--- src/rtl/sram_mem_stage.sv ---
// sram_mem_stage: memory-stage controller that performs 32-bit loads/stores as two 16-bit SRAM half accesses.
// Latency: ready low for 1 + 2*PHASE_CYCLES cycles per access (a cache hit completes in the request cycle).
// Backpressure: ready drops while an access is in flight, freezing the upstream pipeline with its request held.
// Ports: clk/rst; mem_read, mem_write, address, write_data in; read_data, ready out;
//        SRAM side: sram_addr, sram_dq_out, sram_dq_in, sram_dq_oe, sram_we_n, sram_oe_n.
// Optional: define SRAM_LAST_WORD_CACHE_EN for a one-entry write-through, write-allocate last-word cache.
module sram_mem_stage #(
    parameter int          PHASE_CYCLES = 2,
    parameter logic [31:0] ADDR_BASE    = 32'd1024
) (
    input  logic        clk,
    input  logic        rst,
    input  logic        mem_read,
    input  logic        mem_write,
    input  logic [31:0] address,
    input  logic [31:0] write_data,
    output logic [31:0] read_data,
    output logic        ready,
    output logic [17:0] sram_addr,
    output logic [15:0] sram_dq_out,
    input  logic [15:0] sram_dq_in,
    output logic        sram_dq_oe,
    output logic        sram_we_n,
    output logic        sram_oe_n
);

    typedef enum logic [2:0] {IDLE, WR_LO, WR_HI, RD_LO, RD_HI, DONE} state_t;

    localparam int             PW         = (PHASE_CYCLES > 1) ? $clog2(PHASE_CYCLES) : 1;
    localparam logic [PW-1:0]  PHASE_LAST = PW'(PHASE_CYCLES - 1);

    state_t        state;
    logic [PW-1:0] phase;
    logic [31:0]   read_data_q;
    logic [31:0]   word;
    logic [17:0]   addr_lo;
    logic [17:0]   addr_hi;
    logic          phase_end;
    logic          hit;
    logic [31:0]   hit_dat;
    logic          unused_word_bits;

    // Modulo-2^32 offset: addresses below ADDR_BASE wrap to the top of the SRAM.
    assign word      = (address - ADDR_BASE) >> 2;
    assign addr_lo   = {word[16:0], 1'b0};
    assign addr_hi   = {word[16:0], 1'b1};
    assign phase_end = (phase == PHASE_LAST);
    assign unused_word_bits = ^word[31:17];

`ifdef SRAM_LAST_WORD_CACHE_EN
    logic        c_vld;
    logic [31:0] c_tag;
    logic [31:0] c_dat;

    // mem_write wins over mem_read, so a combined request is never a hit.
    assign hit     = (state == IDLE) && mem_read && !mem_write && c_vld && (c_tag == word);
    assign hit_dat = c_dat;

    // Entry is refreshed on the edge that enters DONE, from either direction.
    always_ff @(posedge clk) begin
        if (rst) begin
            c_vld <= 1'b0;
        end else if (phase_end && (state == WR_HI)) begin
            c_vld <= 1'b1;
            c_tag <= word;
            c_dat <= write_data;
        end else if (phase_end && (state == RD_HI)) begin
            c_vld <= 1'b1;
            c_tag <= word;
            c_dat <= {sram_dq_in, read_data_q[15:0]};
        end
    end
`else
    assign hit     = 1'b0;
    assign hit_dat = 32'h0;
`endif

    assign read_data = hit ? hit_dat : read_data_q;

    always_comb begin
        ready = 1'b0;
        case (state)
            IDLE:    ready = hit || !(mem_read || mem_write);
            DONE:    ready = 1'b1;
            default: ready = 1'b0;
        endcase
    end

    // SRAM pins are registered: each transition loads the values for the state being entered.
    always_ff @(posedge clk) begin
        if (rst) begin
            state       <= IDLE;
            phase       <= '0;
            read_data_q <= 32'h0;
            sram_addr   <= 18'h0;
            sram_dq_out <= 16'h0;
            sram_dq_oe  <= 1'b0;
            sram_we_n   <= 1'b1;
            sram_oe_n   <= 1'b1;
        end else begin
            case (state)
                IDLE: begin
                    phase <= '0;
                    if (mem_write) begin
                        state       <= WR_LO;
                        sram_addr   <= addr_lo;
                        sram_dq_out <= write_data[15:0];
                        sram_dq_oe  <= 1'b1;
                        sram_we_n   <= 1'b0;
                        sram_oe_n   <= 1'b1;
                    end else if (hit) begin
                        read_data_q <= hit_dat;
                    end else if (mem_read) begin
                        state     <= RD_LO;
                        sram_addr <= addr_lo;
                        sram_oe_n <= 1'b0;
                    end
                end
                WR_LO: begin
                    if (phase_end) begin
                        state       <= WR_HI;
                        phase       <= '0;
                        sram_addr   <= addr_hi;
                        sram_dq_out <= write_data[31:16];
                    end else begin
                        phase <= phase + PW'(1);
                    end
                end
                WR_HI: begin
                    if (phase_end) begin
                        state      <= DONE;
                        phase      <= '0;
                        sram_we_n  <= 1'b1;
                        sram_dq_oe <= 1'b0;
                    end else begin
                        phase <= phase + PW'(1);
                    end
                end
                RD_LO: begin
                    if (phase_end) begin
                        state             <= RD_HI;
                        phase             <= '0;
                        read_data_q[15:0] <= sram_dq_in;
                        sram_addr         <= addr_hi;
                    end else begin
                        phase <= phase + PW'(1);
                    end
                end
                RD_HI: begin
                    if (phase_end) begin
                        state              <= DONE;
                        phase              <= '0;
                        read_data_q[31:16] <= sram_dq_in;
                        sram_oe_n          <= 1'b1;
                    end else begin
                        phase <= phase + PW'(1);
                    end
                end
                DONE: begin
                    state <= IDLE;
                    phase <= '0;
                end
                default: begin
                    state <= IDLE;
                    phase <= '0;
                end
            endcase
        end
    end

endmodule
--- config.mk ---
export PLATFORM = sky130hd
export DESIGN_NAME = sram_mem_stage
export DESIGN_NICKNAME = d
export VERILOG_FILES = /design/src/rtl/sram_mem_stage.sv
export SDC_FILE = /design/constraint.sdc
export NUM_CORES = 1
export LEC_CHECK = 0
export ABC_AREA = 1
export CORE_ASPECT_RATIO = 0.8
export CORE_UTILIZATION = 38
export DETAILED_ROUTE_END_ITERATION = 12
export PLACE_DENSITY = 0.74
export SLEW_MARGIN = 20
export SYNTH_ARGS = -nofsm -noshare
export SYNTH_HDL_FRONTEND = slang
export SYNTH_SLANG_ARGS = --single-unit
--- constraint.sdc ---
create_clock -name clk -period 1.35 [get_ports clk]
set_input_delay 0.3375 -clock clk [delete_from_list [all_inputs] [get_ports clk]]
set_output_delay 0.3375 -clock clk [all_outputs]
set_load 0.03 [all_outputs]
==> metrics.md <==
| Metric | Value |
|---|---|
| Die width | `roughly 110 um` |
| RSZ-0062 raised after global routing | `yes` |
| # fillers | `768` |
| Pwr/cell area | `around 2100 mW/mm^2` |
| Ratio of cells with drive above 1 in the final layout | `approximately 28%` |
| Global-route wire length before repair | `between 10 and 15 mm` |
| Vias | `between 3000 and 4000` |
| Crit Path Max Fanout | `12` |
| Synth Warn # | `0` |
| Clock Latency Late Sink | `~0.33 ns` |
| Worst-margin pin slew | `~0.32 ns` |
| Slew Limit Fails | `0` |
| CP startpoint | `state[2]$_SDFFE_PP0P_` |
| Leading area contributor after synthesis | `dfxtp_1` |
| I/O pin cnt | `between 150 and 200` |
| Number of synthesized flops with an enable pin | `0` |
| Storage cell area | `approximately 0.0015 mm^2` |
| Cts bufs inserted | `9` |
| Vias per cell | `roughly 4.6` |
| Final critical-path setup slack | `-0.175 ns` |
| CP Launch Type | `flop` |
| Slew HR | `roughly four fifths` |
| CTS tree | `built` |
| Port bufs | `around 140` |
| Vias in the first global route | `3311` |
| Avg WL per Cell | `between 10 and 15 um` |
| Final std cells w/o fill | `763` |
| Reg2reg start | `state[2]$_SDFFE_PP0P_` |
| Die height | `87.7 um` |
| Clk buf depth | `2` |
| HPWL Detailed | `~6.7 mm` |
| H-Tree Depth | `3` |
| Hold Fails Final Rpt | `0` |
| Clock skew | `0.00851 ns` |
| Hold_sp | `read_data[28]$_SDFFE_PP0P_` |
| Die ar. | `between 0.009 and 0.01 mm^2` |
| Worst vdd ir | `0.00138 V` |
| Critical setup path kind | `flop to output pin` |
| RePlAce Congestion | `between 0.8 and 0.9` |
| Starting Density | `around two fifths` |
| # DRC | `0` |
| Multi-input gate area | `0.00174 mm^2` |
| Final instance area | `0.00554 mm^2` |
| Layout Nets | `about 730` |
| Total routing usage reported by global routing | `~20%` |
| Core Box Area | `slightly below 0.009 mm^2` |
| Initial antenna violation count | `0` |
| Mapped Cells | `485` |
| Crit path DAT | `between 1 and 1.5 ns` |
| Worst-path clk slew | `0.06 ns` |
| Tcrit/Tclk final | `113%` |
| Antenna-violating nets left | `0` |
| Area Growth Syn to Fin | `58.6%` |
| Max Freq | `about 0.66 GHz` |
| Failing checks | `negative setup slack` |
| DP Worst Slack | `-0.333 ns` |
| Post-synthesis sequential area ratio | `a little over two fifths` |
| Syn nets | `570` |
| Hold-fix buffers, CTS | `0` |
| Outcome | `finished with violations` |
| Hold Crit Class | `flop to flop` |
| Placed instance count | `about 740` |
| # setup viols final | `6` |
| Starting DRT DRC Count | `roughly 110` |
| Pin count of the biggest net entering global routing | `33` |
| Lkg Pwr | `approximately 0.0025 uW` |
| Drt total wl | `roughly 9.5 mm` |
| Asr flop ratio synth | `0%` |
| Clock Sinks | `73` |
| GRT overflow | `0` |
| Final critical-path required period | `approximately 1.5 ns` |
| Req. time, crit path | `~1.0 ns` |
| Cell variety after synth | `32` |
| First-pass DRT Iterations | `4` |
| Root Driver | `clkbuf_16` |
| Yosys reg bits | `73` |
| Netlist area before placement | `roughly 0.0035 mm^2` |
| Area contributors post-synth | `dfxtp_1 (42%), nor2_1 (12%), nand2_1 (9.4%)` |
| Post-DP Area | `roughly 0.0050 mm^2` |
| Top_reg_cell synth | `dfxtp_1` |
| Final Util | `a little under two thirds` |
| Antenna diode count | `0` |
| Crit end category | `output pin` |
| Row count | `30` |
| Syn Area/Cell | `7.20 um^2` |
| Max-cap violation count | `0` |
| Share of the synthesized area in the top cell type | `41.8%` |
-- flip-flops by register name, indices dropped and copies added, names as in the netlist --
signal,flops
read_data,32
sram_addr,18
sram_dq_out,16
state,3
phase,1
sram_dq_oe,1
sram_oe_n,1
sram_we_n,1
-- worst max-delay path, stage by stage (launching register included) --
cell and delay [ns]:
dfxtp_4 0.36, inv_8 0.14, nand4_4 0.13, o31ai_4 0.08, buf_6 0.16
-- area by class of cell --
type | instances | area share (%)
multi-input cells | 336 | 31.3
repair buffers | 175 | 30.4
flip-flops and latches | 73 | 26.6
clock buffers | 12 | 4.45
inverters | 51 | 3.77
well taps | 112 | 2.53
clock inverters | 4 | 0.949
-- layout by cell type (no fill, tap or decap), types with 4 or more instances in the layout --
cell	Yosys	layout
clkdlybuf4s50_1	0	67
clkdlybuf4s15_2	0	21
inv_1	46	43
buf_4	5	71
dfxtp_1	73	69
nor2_1	111	110
clkbuf_16	0	9
nand2_1	87	82
nand2_2	13	16
o21ai_1	16	29
nand4_1	4	4
o21ai_2	0	5
nand2_4	4	5
nor2_4	4	4
a21oi_1	20	19
o21ai_0	32	14
buf_12	1	8
nand3_1	27	25
-- cells by family (layout without fill, tap and decap cells) --
kind of cell	after synthesis	after routing	share of synthesized area (%)
xor+xnor	2	2	0.502
fa+ha+maj	1	1	0.358
flops	73	73	41.8
compound gates	72	72	10.7
simple gates	260	261	34.8
buf+inv	77	242	11.8
-- final timing paths --
path | to | slack [ns] | cells past startpoint
worst max-delay path | ready | -0.17 | 4
worst max register to register | state[1]$_SDFFE_PP0P_ | -0.11 | 9
worst min register to register | read_data[28]$_SDFFE_PP0P_ | 0.47 | 2
worst min-delay path | read_data[28]$_SDFFE_PP0P_ | 0.47 | 2
-- layer usage --
layer | up-vias | share of wire (%) | track usage, % | wire length [um]
li1 | 1838 | - | - | -
met1 | 1558 | 44 | 23.4 | 4140
met2 | 89 | 48 | 33.4 | 4500
met3 | 9 | 7.6 | 7.74 | 715
met4 | 0 | 1.1 | 6.67 | 100
met5 | - | 0 | 0 | 0
-- what timing repair did --
item,CTS,global route
setup buffers,6,5
endpoints found under the setup margin,56,65
pin swaps,8,10
cloned,1,0
gates resized for setup,94,42
-- per-stage QoR --
step / power [uW] / TNS (ns) / hold slack [ns]
3_5_place_dp: 8820 / -10.91 / 0.454
5_1_grt: 12300 / -2.21 / 0.483
4_1_cts: 11400 / -0.815 / 0.468
6_report: 11600 / -0.379 / 0.466
3_3_place_gp: 8700 / -9.49 / 0.450
2_1_floorplan: 7070 / 0 / 0.484
-- synth_stat cells (2+ instances only) --
cell	count
clkbuf_1	7
nand2_4	4
a21oi_2	2
nor2_8	2
buf_6	10
dfxtp_1	73
nor2_1	111
inv_1	46
nand4_4	2
nand3_1	27
a21oi_1	20
nand3_2	3
inv_2	2
nor3_1	2
nand2_1	87
buf_2	3
o21ai_1	16
nand2_2	13
nor2_4	4
o21ai_0	32
buf_4	5
nand4_1	4
-- power by group --
group / total, uW / internal (uW) / switching (uW)
sequential: 3170 / 2760 / 409
combinational: 6020 / 2410 / 3610
clock: 2370 / 1480 / 886
Note: power is estimated with default switching activity, not from simulation.
